[src/rtl/ps2_host_tx.sv]
// PS/2 host-to-device command transmitter. It inhibits the bus, sends the start bit,
// then shifts out data, parity and stop on the device clock, and finally checks the ACK.
module ps2_host_tx #(
   parameter int unsigned INHIBIT_CYC = 12000,
   parameter int unsigned TIMEOUT_CYC = 2000000,
   parameter int unsigned FILT_CYC    = 8
) (
   input  logic       clk,
   input  logic       rst,
   input  logic [7:0] tx_data,
   input  logic       tx_vld,
   output logic       tx_rdy,
   input  logic       ps2_clk_in,
   input  logic       ps2_data_in,
   output logic       ps2_clk_oe,
   output logic       ps2_data_oe,
   output logic       rx_block,
   output logic       done,
   output logic       err,
   output logic [1:0] err_code
);

   localparam int unsigned CntMax = (INHIBIT_CYC > TIMEOUT_CYC) ? INHIBIT_CYC : TIMEOUT_CYC;
   localparam int unsigned CntW   = $clog2(CntMax + 1);
   localparam int unsigned FiltW  = $clog2(FILT_CYC + 1);

   typedef enum logic [2:0] {StIdle, StInhibit, StStart, StSend, StAck, StWaitIdle} state_e;

   // Line index 0 = PS/2 clock, 1 = PS/2 data
   logic [1:0]            sync1_q, sync2_q, filt_q, filt_d;
   logic [1:0][FiltW-1:0] fcnt_q, fcnt_d;
   logic                  fe_q;

   always_comb begin
      filt_d = filt_q;
      fcnt_d = '0;
      for (int i = 0; i < 2; i++) begin
         if (sync2_q[i] != filt_q[i]) begin
            if (fcnt_q[i] == FiltW'(FILT_CYC - 1)) filt_d[i] = sync2_q[i];
            else                                   fcnt_d[i] = fcnt_q[i] + 1'b1;
         end
      end
   end

   always_ff @(posedge clk or posedge rst) begin
      if (rst) begin
         sync1_q <= 2'b11;
         sync2_q <= 2'b11;
         filt_q  <= 2'b11;
         fcnt_q  <= '0;
         fe_q    <= 1'b0;
      end else begin
         sync1_q <= {ps2_data_in, ps2_clk_in};
         sync2_q <= sync1_q;
         filt_q  <= filt_d;
         fcnt_q  <= fcnt_d;
         fe_q    <= filt_q[0] & ~filt_d[0];
      end
   end

   state_e          state_q;
   logic [CntW-1:0] cnt_q;
   logic [3:0]      idx_q;
   logic [7:0]      shift_q;
   logic            par_q, nack_q;
   logic            clk_oe_q, data_oe_q, rdy_q, blk_q, done_q, err_q;
   logic [1:0]      code_q;
   logic            in_xfer, timeout, cur_bit;

   assign in_xfer = (state_q == StSend) || (state_q == StAck) || (state_q == StWaitIdle);
   assign timeout = in_xfer && (cnt_q == CntW'(TIMEOUT_CYC - 1));
   assign cur_bit = idx_q[3] ? par_q : shift_q[idx_q[2:0]];

   always_ff @(posedge clk or posedge rst) begin
      if (rst) begin
         state_q   <= StIdle;
         cnt_q     <= '0;
         idx_q     <= '0;
         shift_q   <= '0;
         par_q     <= 1'b0;
         nack_q    <= 1'b0;
         clk_oe_q  <= 1'b0;
         data_oe_q <= 1'b0;
         rdy_q     <= 1'b1;
         blk_q     <= 1'b0;
         done_q    <= 1'b0;
         err_q     <= 1'b0;
         code_q    <= 2'b00;
      end else begin
         done_q <= 1'b0;
         err_q  <= 1'b0;
         // Timeout overrides any same-cycle falling edge
         if (timeout) begin
            clk_oe_q  <= 1'b0;
            data_oe_q <= 1'b0;
            err_q     <= 1'b1;
            code_q    <= 2'b10;
            rdy_q     <= 1'b1;
            blk_q     <= 1'b0;
            state_q   <= StIdle;
         end else begin
            if (in_xfer) cnt_q <= cnt_q + 1'b1;
            unique case (state_q)
               StIdle: begin
                  if (tx_vld) begin
                     shift_q  <= tx_data;
                     par_q    <= ~^tx_data;
                     cnt_q    <= '0;
                     clk_oe_q <= 1'b1;
                     rdy_q    <= 1'b0;
                     blk_q    <= 1'b1;
                     state_q  <= StInhibit;
                  end
               end
               StInhibit: begin
                  if (cnt_q == CntW'(INHIBIT_CYC - 1)) begin
                     data_oe_q <= 1'b1;
                     state_q   <= StStart;
                  end else begin
                     cnt_q <= cnt_q + 1'b1;
                  end
               end
               StStart: begin
                  clk_oe_q <= 1'b0;
                  idx_q    <= '0;
                  cnt_q    <= '0;
                  state_q  <= StSend;
               end
               StSend: begin
                  if (fe_q) begin
                     if (idx_q == 4'd9) begin
                        data_oe_q <= 1'b0;
                        state_q   <= StAck;
                     end else begin
                        data_oe_q <= ~cur_bit;
                        idx_q     <= idx_q + 1'b1;
                     end
                  end
               end
               StAck: begin
                  if (fe_q) begin
                     nack_q  <= filt_q[1];
                     state_q <= StWaitIdle;
                  end
               end
               StWaitIdle: begin
                  if (filt_q == 2'b11) begin
                     done_q  <= ~nack_q;
                     err_q   <= nack_q;
                     if (nack_q) code_q <= 2'b01;
                     rdy_q   <= 1'b1;
                     blk_q   <= 1'b0;
                     state_q <= StIdle;
                  end
               end
               default: state_q <= StIdle;
            endcase
         end
      end
   end

   assign tx_rdy      = rdy_q;
   assign ps2_clk_oe  = clk_oe_q;
   assign ps2_data_oe = data_oe_q;
   assign rx_block    = blk_q;
   assign done        = done_q;
   assign err         = err_q;
   assign err_code    = code_q;

endmodule

[config.mk]
export PLATFORM = sky130hd
export DESIGN_NAME = ps2_host_tx
export DESIGN_NICKNAME = d
export VERILOG_FILES = /design/src/rtl/ps2_host_tx.sv
export SDC_FILE = /design/constraint.sdc
export NUM_CORES = 1
export LEC_CHECK = 0
export BUFFER_PORTS_ARGS = -buffer_cell sky130_fd_sc_hd__buf_2
export CAP_MARGIN = 25
export CORE_AREA = 3 3 118 108
export CTS_BUF_LIST = sky130_fd_sc_hd__clkbuf_2 sky130_fd_sc_hd__clkbuf_4 sky130_fd_sc_hd__clkbuf_8
export DETAILED_ROUTE_END_ITERATION = 8
export DIE_AREA = 0 0 121 111
export PLACE_DENSITY = 0.5
export SETUP_SLACK_MARGIN = 0.2
export SLEW_MARGIN = 20
export SYNTH_ARGS = -nofsm -noshare
export SYNTH_HDL_FRONTEND = slang
export SYNTH_SLANG_ARGS = --single-unit
[constraint.sdc]
create_clock -name clk -period 4.15 [get_ports clk]
set_input_delay 1.245 -clock clk [delete_from_list [all_inputs] [get_ports clk]]
set_output_delay 1.245 -clock clk [all_outputs]
set_load 0.005 [all_outputs]
==> metrics list, run 1 <==
- The run finished with clean final reports.
* Total core area: 11500 um2
* # setup viols final: 0
- The completed layout was analyzed and its total power is 2070 uW.
* WL per Instance: 15.8 um
* Slowest stage cell on the critical path: sky130_fd_sc_hd__dfrtp_1
- The net count of the finished layout is 383.
- The worst path uses 65.6% of the clock period.
- Worst Setup SP: state_q[2]
* Synth top area share: 39.2%
- Source of the worst register-to-register timing path: state_q[2]
- Worst slew margin relative to its limit: 36.6%
- Summing over every cut layer, the via total after detailed routing is 2791.
* Number of slew-limit violations in the final report: 0
- Largest area contributor in the synthesized netlist: sky130_fd_sc_hd__dfrtp_1
- No sink is reached through more buffers than the 2 on the longest clock path.
* Via count normalized by instance count: 5.31
* Yosys synthesis warning count: 0
* Mux contribution to synthesized area: 5.87%
- STA classifies the critical path endpoint as a register.
- At the later pin of the worst-skew pair, clock insertion delay measures 0.35 ns.
- Required time at the endpoint of the critical path: 4.44 ns
- Initial DRT Pass Iterations: 4
- The startpoint identified for the worst hold timing path is sync1_q[1].
* Internal power: 1350 uW
- Top-count cell post-synth: sky130_fd_sc_hd__dfrtp_1
- In this run the tool buffered the top-level ports with 20 buffer cells.
* Final setup TNS: 0 ns
* Final critical-path required period: 2.72 ns
- Via count of the first global-routing pass: 2710
- Die height: 111 um
- Register area share after synthesis: 44.5%
* Clock tree from TritonCTS: yes
- Horizontal die dimension: 121 um
* Basic-gate share of the synthesized area counting and, or, nand and nor cells: 23.2%
- The floorplan has 37 rows.
- The number of nets handed over by synthesis was 363.
- Counting flops and latches in the post-synthesis netlist gives 61.
- The layout has 1172 filler cells.
- In this run the worst hold path is classified as reg2reg.
- List of most frequent post-synthesis cells: sky130_fd_sc_hd__dfrtp_1 (54), sky130_fd_sc_hd__nand2_1 (29), sky130_fd_sc_hd__nor2_1 (25), sky130_fd_sc_hd__a21oi_1 (18), sky130_fd_sc_hd__nand3_1 (15)
* Synthesized-area fraction occupied by ao, oa, aoi and oai cells: 17.9%
* Peak supply drop: 0.000168 V
- The number of different library cells used by synthesis comes to 65.
- Data arrival at the endpoint of the critical path: 3.01 ns
- Ranking of synthesized cells by area: sky130_fd_sc_hd__dfrtp_1 (39%), sky130_fd_sc_hd__dfstp_2 (5.3%), sky130_fd_sc_hd__mux2_2 (4.6%), sky130_fd_sc_hd__nand2_1 (3.2%), sky130_fd_sc_hd__xnor2_1 (2.8%)
- Timing would allow up to 367 MHz.
* Sequential share of power: 43.5%
* Slowest Stage Delay on Critical Path: 0.71 ns
- Wire length of the first global-routing pass: 13800 um
- Remaining number of nets flagged by the antenna check after routing: 0
- Primary flip-flop cell chosen by synthesis mapping: sky130_fd_sc_hd__dfrtp_1
- In this run the power spent charging and discharging nets is 723 uW.
* # Post-CTS Setup Buffers: 0
- Portion of total power attributed to the clock network: 29.3%
* Number of maximum-capacitance violations: 0
- For this run, design rule violations remaining after detail routing come to 0.
* Number of synthesized flops with an enable pin: 0
- Clock skew: 0.0105 ns
- Of the total synthesized cell area, the portion taken by full adders, half adders and majority gates is 1.81%.
- Summing every instance area after synthesis gives 3450 um2.
- In this run the worst setup path terminates at cnt_q[10].
* Launching element type of the critical path: register
- Synthesized-area fraction occupied by xor and xnor cells: 2.79%
* Post-cts repair resize count: 0
* Total leakage power: 0.00162 uW
- The die covers 13400 um2.
- Initial drt markers: 182
- Of the total power, combinational logic draws 27.2%.
* Largest net degree at the start of global routing: 62
* Initial core utilization: 29.9%
- Along the worst path, the maximum fanout reaches 22.
- GRT Residual Overflow: 0
- Number of buffers created by CTS: 9
- Relative to the synthesized area, the layout overhead comes to 13.7%.
- Cts hold-fix bufs: 0
- Final count of hold timing violations: 0
- After synthesis, the mean cell area works out to 10.0 um2.
- Synthesis produced 345 cells.
* Combinational family with the most area after synthesis: simple AND/OR/NAND/NOR gates
* Power density of the placed cells: 528 nW/um2
* Tightest Pin Transition: 0.948 ns
- Cells traversed along the worst timing path: and2b_1 -> o211ai_2 -> nor3_4 -> buf_4 -> or2_2 -> o22a_1
* H-Tree Level Count: 3
* Initial antenna violation count: 0
* Estimated wirelength of the detail-placed design: 5710 um
- The critical path in this run is classified as reg2reg.
- Clock-pin slew of the registers on the worst-case setup and hold paths: 0.08 ns
* Ratio of cells with drive above 1 in the final layout: 20.5%
- The worst register-to-register path has a setup slack of 1.43 ns.
* Setup repair after global routing missed its margin: no
- R2R depth: 6
- Net switching is 34.9% of the power.
* Number of antenna repair diodes: 0
* Final routed wirelength across all metal layers: 8310 um
- In this run the count of I/O pins placed on the die edge is 21.
* Global-route usage over all layers: 12.6%
- Endpoint of the worst register-to-register path: cnt_q[10]
- After synthesis, the share of flip-flops with an asynchronous set or reset is 100%.
- Root Buffer Master: sky130_fd_sc_hd__clkbuf_8
* Number of clock sinks: 61
* Placer congestion estimate: 0.833
[registers in the layout, indices dropped and copies added, names as in the netlist, 2 cells and up]
signal	count
cnt_q	21
sync2_q	2
fcnt_q	8
sync1_q	2
state_q	3
err_code	2
shift_q	8
idx_q	4
filt_q	2
[per-layer routing]
| metal | vias to the layer above | global-route usage [%] | share of wire (%) |
|---|---|---|---|
| met2 | 66 | 18.6 | 45 |
| met4 | 0 | 3.93 | 1.0 |
| met5 | - | 0 | 0 |
| met1 | 1383 | 17.9 | 50 |
| met3 | 8 | 3.42 | 4.4 |
| li1 | 1334 | - | - |
[worst min path at each step]
| stage | to | slack (ns) | depth (start not counted) |
|---|---|---|---|
| global route | sync2_q[1] | 0.35 | 0 |
| detailed placement | sync2_q[1] | 0.35 | 0 |
| floorplan | sync2_q[0] | 0.35 | 0 |
| global placement | sync2_q[0] | 0.35 | 0 |
| CTS | sync2_q[1] | 0.35 | 0 |
| finish | sync2_q[1] | 0.35 | 0 |
[power groups by stage]
stage               clock, uW  sequential (uW)  combinational (uW)
global placement            0              908                 559
CTS                       619              901                 565
global route              649              931                 624
finish                    607              902                 563
detailed placement          0              913                 562
floorplan                   0              847                 465
[stage by stage]
step / hold slack (ns) / setup slack (ns) / cell area, um2 / utilization [%] / cells
3_5_place_dp: 0.347 / 1.40 / 3700 / 32.1 / 510
3_3_place_gp: 0.347 / 1.46 / 3700 / 32.1 / 510
4_1_cts: 0.350 / 1.45 / 3920 / 34.0 / 526
6_report: 0.351 / 1.43 / 3920 / 34.0 / 526
5_1_grt: 0.353 / 1.20 / 3920 / 34.0 / 526
2_1_floorplan: 0.345 / 1.40 / 3450 / - / 345
[critical path: cells and delay by family (launching register included)]
family / cells / cell delay (ns)
buf+inv: 1 / 0.34
flops: 1 / 0.71
compound gates: 2 / 0.35
simple gates: 3 / 1.27
[cells by family after synthesis]
group / Yosys count
simple gates: 139
compound gates: 85
flops: 61
buf+inv: 28
mux: 16
xor+xnor: 11
fa+ha+maj: 5
[layout make-up]
type	count	area, um2	area share (%)
clock buffer	10	138	3.51
clock inverter	6	86.3	2.20
inverter	12	45.0	1.15
multi-input combinational	256	1790	45.5
sequential	61	1540	39.1
tap	156	195	4.97
timing repair buffer	25	138	3.51
[cells in the final DEF (no fill, tap or decap), types with 4 or more instances in the layout]
| master | n |
|---|---|
| sky130_fd_sc_hd__dfstp_2 | 7 |
| sky130_fd_sc_hd__nor2_1 | 25 |
| sky130_fd_sc_hd__o21ai_0 | 11 |
| sky130_fd_sc_hd__buf_4 | 5 |
| sky130_fd_sc_hd__o31ai_1 | 4 |
| sky130_fd_sc_hd__a41oi_1 | 4 |
| sky130_fd_sc_hd__a21o_1 | 4 |
| sky130_fd_sc_hd__mux2_2 | 14 |
| sky130_fd_sc_hd__dfrtp_1 | 54 |
| sky130_fd_sc_hd__nand2_1 | 29 |
| sky130_fd_sc_hd__nand3_1 | 15 |
| sky130_fd_sc_hd__buf_2 | 20 |
| sky130_fd_sc_hd__and3_1 | 5 |
| sky130_fd_sc_hd__inv_1 | 11 |
| sky130_fd_sc_hd__clkbuf_8 | 10 |
| sky130_fd_sc_hd__xnor2_1 | 11 |
| sky130_fd_sc_hd__or4_1 | 6 |
| sky130_fd_sc_hd__o22a_1 | 7 |
| sky130_fd_sc_hd__nand4_1 | 5 |
| sky130_fd_sc_hd__nor4_1 | 4 |
| sky130_fd_sc_hd__nand2b_1 | 6 |
| sky130_fd_sc_hd__nor3_1 | 13 |
| sky130_fd_sc_hd__a211oi_1 | 7 |
| sky130_fd_sc_hd__a21oi_1 | 18 |
| sky130_fd_sc_hd__ha_1 | 5 |
Power figures use the tool's default switching activity.
==> inputs of run 2 (changes only) <==
--- a/config.mk
+++ b/config.mk
@@ -11,7 +11,7 @@
 export CTS_BUF_LIST = sky130_fd_sc_hd__clkbuf_2 sky130_fd_sc_hd__clkbuf_4 sky130_fd_sc_hd__clkbuf_8
 export DETAILED_ROUTE_END_ITERATION = 8
 export DIE_AREA = 0 0 121 111
-export PLACE_DENSITY = 0.5
+export PLACE_DENSITY = 0.51
 export SETUP_SLACK_MARGIN = 0.2
 export SLEW_MARGIN = 20
 export SYNTH_ARGS = -nofsm -noshare
==> constraint.sdc (replaced) <==
create_clock -name clk -period 2.4 [get_ports clk]
set_input_delay 0.72 -clock clk [delete_from_list [all_inputs] [get_ports clk]]
set_output_delay 0.72 -clock clk [all_outputs]
set_load 0.005 [all_outputs]
==> run 2 against run 1 <==
Utilization up 0.97 points; global-route usage up 0.32 points; maximum frequency up 32%; cell count up 2.3%; via count up 1.0%; combinational power up 95%; worst hold slack better by 0.016 ns; total power up 74%; count of clock-buffer cells in the layout unchanged; setup slack worse by 1.1 ns; first-iteration DRC count up 12%; clock power up 58%; largest power group unchanged.
==> metrics list, run 2 (same netlist as run 1, synthesis figures left out) <==
- The total of buffers placed on input and output ports was 20 (unchanged).
- The average wire per standard cell is 15.2 um (-3.9%).
- The floorplan core area is 11500 um2 (unchanged).
- Source of the worst register-to-register timing path: state_q[2]
- Highest achievable clock rate: 486 MHz (+32%)
* Wire length of the first global-routing pass: 14200 um (+2.6%)
- # IOs: 21 (unchanged)
- The last weighted congestion value of the routability-driven placer was 0.849 (+1.9%).
- Ratio of cells with drive above 1 in the final layout: 23.8% (+3.3 points)
- Path class of the lowest-slack min-delay path: reg2reg
* Routed via count: 2819 (+1.0%)
- By startpoint and endpoint, the worst setup path is classified as reg2reg.
- The estimated wirelength of the detail-placed design came to 5830 um (+1.9%).
- Global-route usage over all layers: 12.9% (+0.32 points)
* Max FFs per register: 21 (unchanged)
* Largest Register: cnt_q
- The number of buffers inserted for hold repair after clock tree synthesis is 0 (unchanged).
* Register-to-Register Setup Slack: 0.34 ns (-1.08 ns)
- The initial standard-cell utilization of the core is 29.9% (unchanged).
- Tightest Pin Transition: 0.517 ns (-0.431 ns)
* Worst Setup SP: state_q[2]
- The largest registers in the layout are cnt_q: 21 flops, fcnt_q: 8 flops, shift_q: 8 flops.
* Crit share post-route: 85.7% (+20 points)
* Most common cell after layout, fill and taps aside: sky130_fd_sc_hd__dfrtp_1
- Initial drt markers: 204 (+12%)
- The leakage power summed over all cells came to 0.00166 uW (+2.7%).
- R2R depth: 5 (-1)
* Power density of the placed cells: 892 nW/um2 (+69%)
- Final routed wirelength across all metal layers: 8170 um (-1.7%)
- The post-placement setup slack is 0.232 ns (-1.17 ns).
* Die Footprint: 13400 um2 (unchanged)
- STA classifies the critical path endpoint as a register.
- The count of nets after finishing came to 395 (+3.1%).
* Number of clock sinks: 61 (unchanged)
* Clock network latency to the later pin of the worst-skew pair: 0.35 ns (about the same)
- Setup repair after global routing missed its margin: no
- Following the worst setup path forward leads to its endpoint at cnt_q[18].
- The aggregate global routing overflow was 0 (unchanged).
- Final critical-path required period: 2.06 ns (-0.668 ns)
- Via count of the first global-routing pass: 2760 (+1.8%)
- The number of antenna violations at the first check in global routing is 0 (unchanged).
* Most frequent cells in the layout: sky130_fd_sc_hd__dfrtp_1 (53), sky130_fd_sc_hd__nand2_1 (29), sky130_fd_sc_hd__nor2_1 (25), sky130_fd_sc_hd__buf_2 (20), sky130_fd_sc_hd__a21oi_1 (18)
- Worst slew margin relative to its limit: 65.3% (+29 points)
* Clock skew: 0.0110 ns (+0.000563 ns)
* H-Tree Level Count: 3 (unchanged)
* Crit Path Max Fanout: 11 (-50%)
- Endpoint of the worst register-to-register path: cnt_q[18]
- Number of buffers created by CTS: 9 (unchanged)
- The sum of negative setup slack was 0 ns (unchanged).
- The number of core rows came to 37 (unchanged).
* Worst Setup Slack, final: 0.344 ns (-1.08 ns)
* Horizontal die dimension: 121 um (unchanged)
- Outcome: complete, no violations
- The antenna diode instance count is 0 (unchanged).
- TritonCTS built the clock tree.
- The utilization of the core after routing came to 35.0% (+0.97 points).
- Clock-pin slew of the registers on the worst-case setup and hold paths: 0.08 ns (about the same)
- Number of maximum-capacitance violations: 0 (unchanged)
- Number of slew-limit violations in the final report: 0 (unchanged)
* Finished Cell Area: 4040 um2 (+2.8%)
* Area of placed instances: 3780 um2 (+2.1%)
- Number of buffers on the longest clock path: 2 (unchanged)
- The worst ir drop on vdd was 0.000274 V (+63%).
- STA classifies the critical path startpoint as a register.
- The root buffer cell chosen for the clock tree is sky130_fd_sc_hd__clkbuf_8.
- Required time at the endpoint of the critical path: 2.63 ns (-1.81 ns)
- Data arrival at the endpoint of the critical path: 2.28 ns (-0.73 ns)
- Relative to the synthesized area, the layout overhead comes to 16.9%.
- # setup viols final: 0 (unchanged)
- Filler cell count in the final layout: 1170 (-0.17%)
- The remaining number of nets flagged by the antenna check after routing was 0 (unchanged).
* Via count normalized by instance count: 5.24 (-1.2%)
- The pin count of the biggest net entering global routing came to 62 (unchanged).
- Die height: 111 um (unchanged)
- The count of TritonRoute iterations in the first routing pass came to 4 (unchanged).
* Final count of hold timing violations: 0 (unchanged)
- The DRC violation count after routing is 0 (unchanged).
run 2: how the worst min path moves through the flow:
stage                     from         end  slack (ns)  depth (start not counted)
floorplan           sync1_q[0]  sync2_q[0]        0.35                          0
global placement    sync1_q[1]  sync2_q[1]        0.35                          0
detailed placement  sync1_q[0]  sync2_q[0]        0.35                          0
CTS                 sync1_q[1]  sync2_q[1]        0.36                          0
global route        sync1_q[1]  sync2_q[1]        0.37                          0
finish              sync1_q[1]  sync2_q[1]        0.37                          0
run 2: stage by stage:
step           power (uW)  hold WS (ns)  instances
2_1_floorplan        2270         0.345        345
3_3_place_gp         2610         0.346        518
3_5_place_dp         2610         0.348        518
4_1_cts              3600         0.364        534
5_1_grt              3850         0.373        538
6_report             3600         0.367        538
run 2: what timing repair did:
item,in CTS,in global routing
endpoints found under the setup margin,0,18
resized for setup,0,5
hold endpoints to repair,0,0
buffers inserted,0,4
run 2: per-layer routing:
| layer | vias up | part of all wire (%) | track usage, % |
|---|---|---|---|
| li1 | 1357 | - | - |
| met1 | 1406 | 51 | 18.9 |
| met2 | 47 | 45 | 18.9 |
| met3 | 9 | 3.4 | 2.55 |
| met4 | 0 | 1.3 | 4.53 |
| met5 | - | 0 | 0 |
run 2: where the power goes:
group / total (uW) / internal, uW / switching, uW / leakage (uW)
combinational: 1100 / 515 / 584 / 0.000778
sequential: 1540 / 1290 / 248 / 0.000786
clock: 960 / 513 / 447 / 0.0000951
total: 3600 / 2320 / 1280 / 0.00166
run 2: critical path, cell delays in order, from the launching register on:
cell                      delay, ns
sky130_fd_sc_hd__dfrtp_1       0.50
sky130_fd_sc_hd__buf_4         0.23
sky130_fd_sc_hd__nor2_1        0.32
sky130_fd_sc_hd__o21ai_0       0.28
sky130_fd_sc_hd__a211o_1       0.35
sky130_fd_sc_hd__mux2_2        0.26
run 2: layout make-up:
cell class	count	area, um2	share of cell area (%)
Tap cell	156	195	4.84
Sequential cell	61	1540	38.1
Multi-Input combinational cell	256	1810	44.8
Inverter	12	48.8	1.21
Timing Repair Buffer	37	240	5.95
Clock buffer	10	138	3.41
Clock inverter	6	70.1	1.74
==> inputs of run 3 (changes only) <==
--- a/config.mk
+++ b/config.mk
@@ -11,7 +11,7 @@
 export CTS_BUF_LIST = sky130_fd_sc_hd__clkbuf_2 sky130_fd_sc_hd__clkbuf_4 sky130_fd_sc_hd__clkbuf_8
 export DETAILED_ROUTE_END_ITERATION = 8
 export DIE_AREA = 0 0 121 111
-export PLACE_DENSITY = 0.51
+export PLACE_DENSITY = 0.5
 export SETUP_SLACK_MARGIN = 0.2
 export SLEW_MARGIN = 20
 export SYNTH_ARGS = -nofsm -noshare
==> constraint.sdc (replaced) <==
create_clock -name clk -period 2.5 [get_ports clk]
set_input_delay 0.75 -clock clk [delete_from_list [all_inputs] [get_ports clk]]
set_output_delay 0.75 -clock clk [all_outputs]
set_load 0.005 [all_outputs]
==> run 3 against run 2 <==
Cell count is 0.19% higher; register-to-register slack worse by 0.05 ns; maximum frequency is 6.7% lower; non-clock buffer count up 1; worst hold slack got worse by 0.011 ns; highest routed layer unchanged; die area did not move; count of clock-buffer cells in the layout is 1 lower; via count shrank 2.1%; largest power group unchanged.
==> metrics list, run 3 (same netlist as run 1, synthesis figures left out) <==
* R2R depth: 7 (+2)
- The worst ir drop on vdd came to 0.000304 V (+11%).
- The number of max-cap violations is 0 (unchanged).
- STA classifies the critical path startpoint as a register.
- Final critical-path required period: 2.20 ns (+0.148 ns)
* Port Buffer Count: 20 (unchanged)
- The instance count along the most critical hold path came to 0 (unchanged).
- More flip-flops sit in one register than any other, and that register is cnt_q.
- The count of TritonRoute iterations in the first routing pass came to 4 (unchanged).
- The worst-case hold slack was 0.356 ns (-0.0109 ns).
- The maximum fanout count along the critical path came to 16 (+5).
- GRT Residual Overflow: 0 (unchanged)
- Area of the multi-input gates: 1790 um2 (-0.76%)
- Clock network latency to the later pin of the worst-skew pair: 0.35 ns (about the same)
- Tightest Pin Transition: 0.607 ns (+0.0896 ns)
* Most frequent cells in the layout: sky130_fd_sc_hd__dfrtp_1 (54), sky130_fd_sc_hd__nand2_1 (29), sky130_fd_sc_hd__nor2_1 (25), sky130_fd_sc_hd__buf_2 (20), sky130_fd_sc_hd__a21oi_1 (18)
* Global-route usage over all layers: 12.9% (about the same)
- Cts hold-fix bufs: 0 (unchanged)
* H-Tree Level Count: 3 (unchanged)
* Total core area: 11500 um2 (unchanged)
- Number of slew-limit violations in the final report: 0 (unchanged)
- The DRC violation count after routing was 0 (unchanged).
- The estimated wirelength of the detail-placed design is 5860 um (+0.62%).
* WL per Instance: 15.4 um (+1.5%)
- The number of antenna violations at the first check in global routing is 0 (unchanged).
- Required time at the endpoint of the critical path: 2.72 ns (+0.09 ns)
- The pin count of the biggest net entering global routing is 62 (unchanged).
- The setup slack after layout is 0.297 ns (-0.0478 ns).
- Crit end category: register
- Worst Setup Slack post-DPL: 0.212 ns (-0.0199 ns)
* Clock-pin slew of the registers on the worst-case setup and hold paths: 0.09 ns (about the same)
- Clock skew: 0.0188 ns (+0.00775 ns)
- Via count normalized by instance count: 5.12 (-2.2%)
* Final count of hold timing violations: 0 (unchanged)
- The sequential standard cell area came to 1540 um2 (about the same).
- The number of vias in the routed layout is 2761 (-2.1%).
- Die height: 111 um (unchanged)
- Total leakage power: 0.00169 uW (+1.8%)
* Max FFs per register: 21 (unchanged)
* Most common cell after layout, fill and taps aside: sky130_fd_sc_hd__dfrtp_1
* Placer congestion estimate: 0.872 (+2.8%)
- The top achievable clock speed was 454 MHz (-6.7%).
- Initial core utilization: 29.9% (unchanged)
- The setup-violating endpoint count in the final report came to 0 (unchanged).
- Die Footprint: 13400 um2 (unchanged)
- The number of non-filler instances in the completed layout was 539 (+0.19%).
- Setup repair after global routing could not meet its margin everywhere.
* Number of antenna repair diodes: 0 (unchanged)
* Largest registers: cnt_q: 21 flops, fcnt_q: 8 flops, shift_q: 8 flops
- The fraction of layout cells with a size suffix above 1 is 23.8% (-0.062 points).
- Number of standard-cell rows in the floorplan: 37 (unchanged)
* Worst slew margin relative to its limit: 59.3% (-6.0 points)
- Via count of the first global-routing pass: 2725 (-1.3%)
- The top-level I/O count came to 21 (unchanged).
- Horizontal die dimension: 121 um (unchanged)
* Remaining number of nets flagged by the antenna check after routing: 0 (unchanged)
* Final routed wirelength across all metal layers: 8310 um (+1.7%)
* Wire length of the first global-routing pass: 14200 um (about the same)
* Filler cell count in the final layout: 1151 (-1.6%)
- The critical path is of the reg2reg type.
- The arrival time at the worst endpoint is 2.43 ns (+0.15 ns).
* Power density of the placed cells: 864 nW/um2 (-3.1%)
- Clock tree from TritonCTS: yes
- Crit share post-route: 88.1% (+2.5 points)
- Root Buffer Master: sky130_fd_sc_hd__clkbuf_8
- The worst hold path belongs to the class reg2reg.
- Final setup TNS: 0 ns (unchanged)
* Number of buffers created by CTS: 9 (unchanged)
- The flow ran to the end, and the final reports show no timing, DRC or antenna violations.
- Number of buffers on the longest clock path: 2 (unchanged)
- Placed cell count: 519 (+0.19%)
- Post-layout nets: 396 (+0.25%)
- The DRC marker count from the first detailed-route iteration was 188 (-7.8%).
- Signed area change from the synthesized netlist to the final layout: 17.4%
* Number of clock sinks: 61 (unchanged)
==> run 3: area by class of cell <==
cell class | count | share of cell area, %
sequential | 61 | 37.9
clock buffer | 9 | 3.06
inverter | 12 | 1.11
multi-input combinational | 256 | 44.3
timing repair buffer | 38 | 6.42
tap | 156 | 4.82
clock inverter | 7 | 2.44
==> run 3: worst paths after layout <==
path | start | slack (ns) | endpoint
setup / recovery | state_q[2] | 0.30 | cnt_q[1]
hold / removal | sync1_q[0] | 0.36 | sync2_q[0]
setup reg to reg | state_q[2] | 0.30 | cnt_q[1]
hold reg to reg | sync1_q[0] | 0.36 | sync2_q[0]
max in group asynchronous | rst | 1.72 | sync1_q[1]
min in group asynchronous | rst | 0.45 | fcnt_q[0]
==> run 3: power breakdown <==
group	total [uW]	internal [uW]	switching, uW	leakage, uW
Combinational	1040	469	569	0.000792
Clock	995	566	429	0.000110
Sequential	1470	1240	230	0.000787
Total	3500	2270	1230	0.00169
==> run 3: worst max-delay path, stage by stage (launching register included) <==
cell and delay [ns]:
sky130_fd_sc_hd__dfrtp_1 0.53, sky130_fd_sc_hd__and2b_1 0.30, sky130_fd_sc_hd__o211ai_2 0.24, sky130_fd_sc_hd__nor3_4 0.07, sky130_fd_sc_hd__buf_4 0.14, sky130_fd_sc_hd__buf_12 0.14
sky130_fd_sc_hd__or2_2 0.40, sky130_fd_sc_hd__a32o_1 0.24
==> run 3: layer usage <==
layer / share of wire (%) / vias to the layer above / wire length, um / GRT usage, %
li1: - / 1366 / - / -
met3: 4.3 / 12 / 354 / 1.89
met1: 51 / 1321 / 4240 / 19.4
met5: 0 / - / 0 / 0
met4: 1.5 / 0 / 126 / 5.51
met2: 43 / 62 / 3590 / 18.3
==> run 3: what timing repair did <==
| item | 4_1_cts | 5_1_grt |
|---|---|---|
| endpoints found under the setup margin | 0 | 14 |
| buffers inserted | 0 | 4 |
| resized for setup | 0 | 2 |
==> run 3: metrics by stage <==
| stage | cell area, um2 | power, uW | utilization [%] |
|---|---|---|---|
| final | 4050 | 3500 | 35.1 |
| after global routing | 4050 | 3730 | 35.1 |
| after CTS | 4020 | 3530 | 34.8 |
| after detailed placement | 3790 | 2520 | 32.9 |
| after global placement | 3790 | 2500 | 32.9 |
| after floorplan | 3450 | 2180 | - |
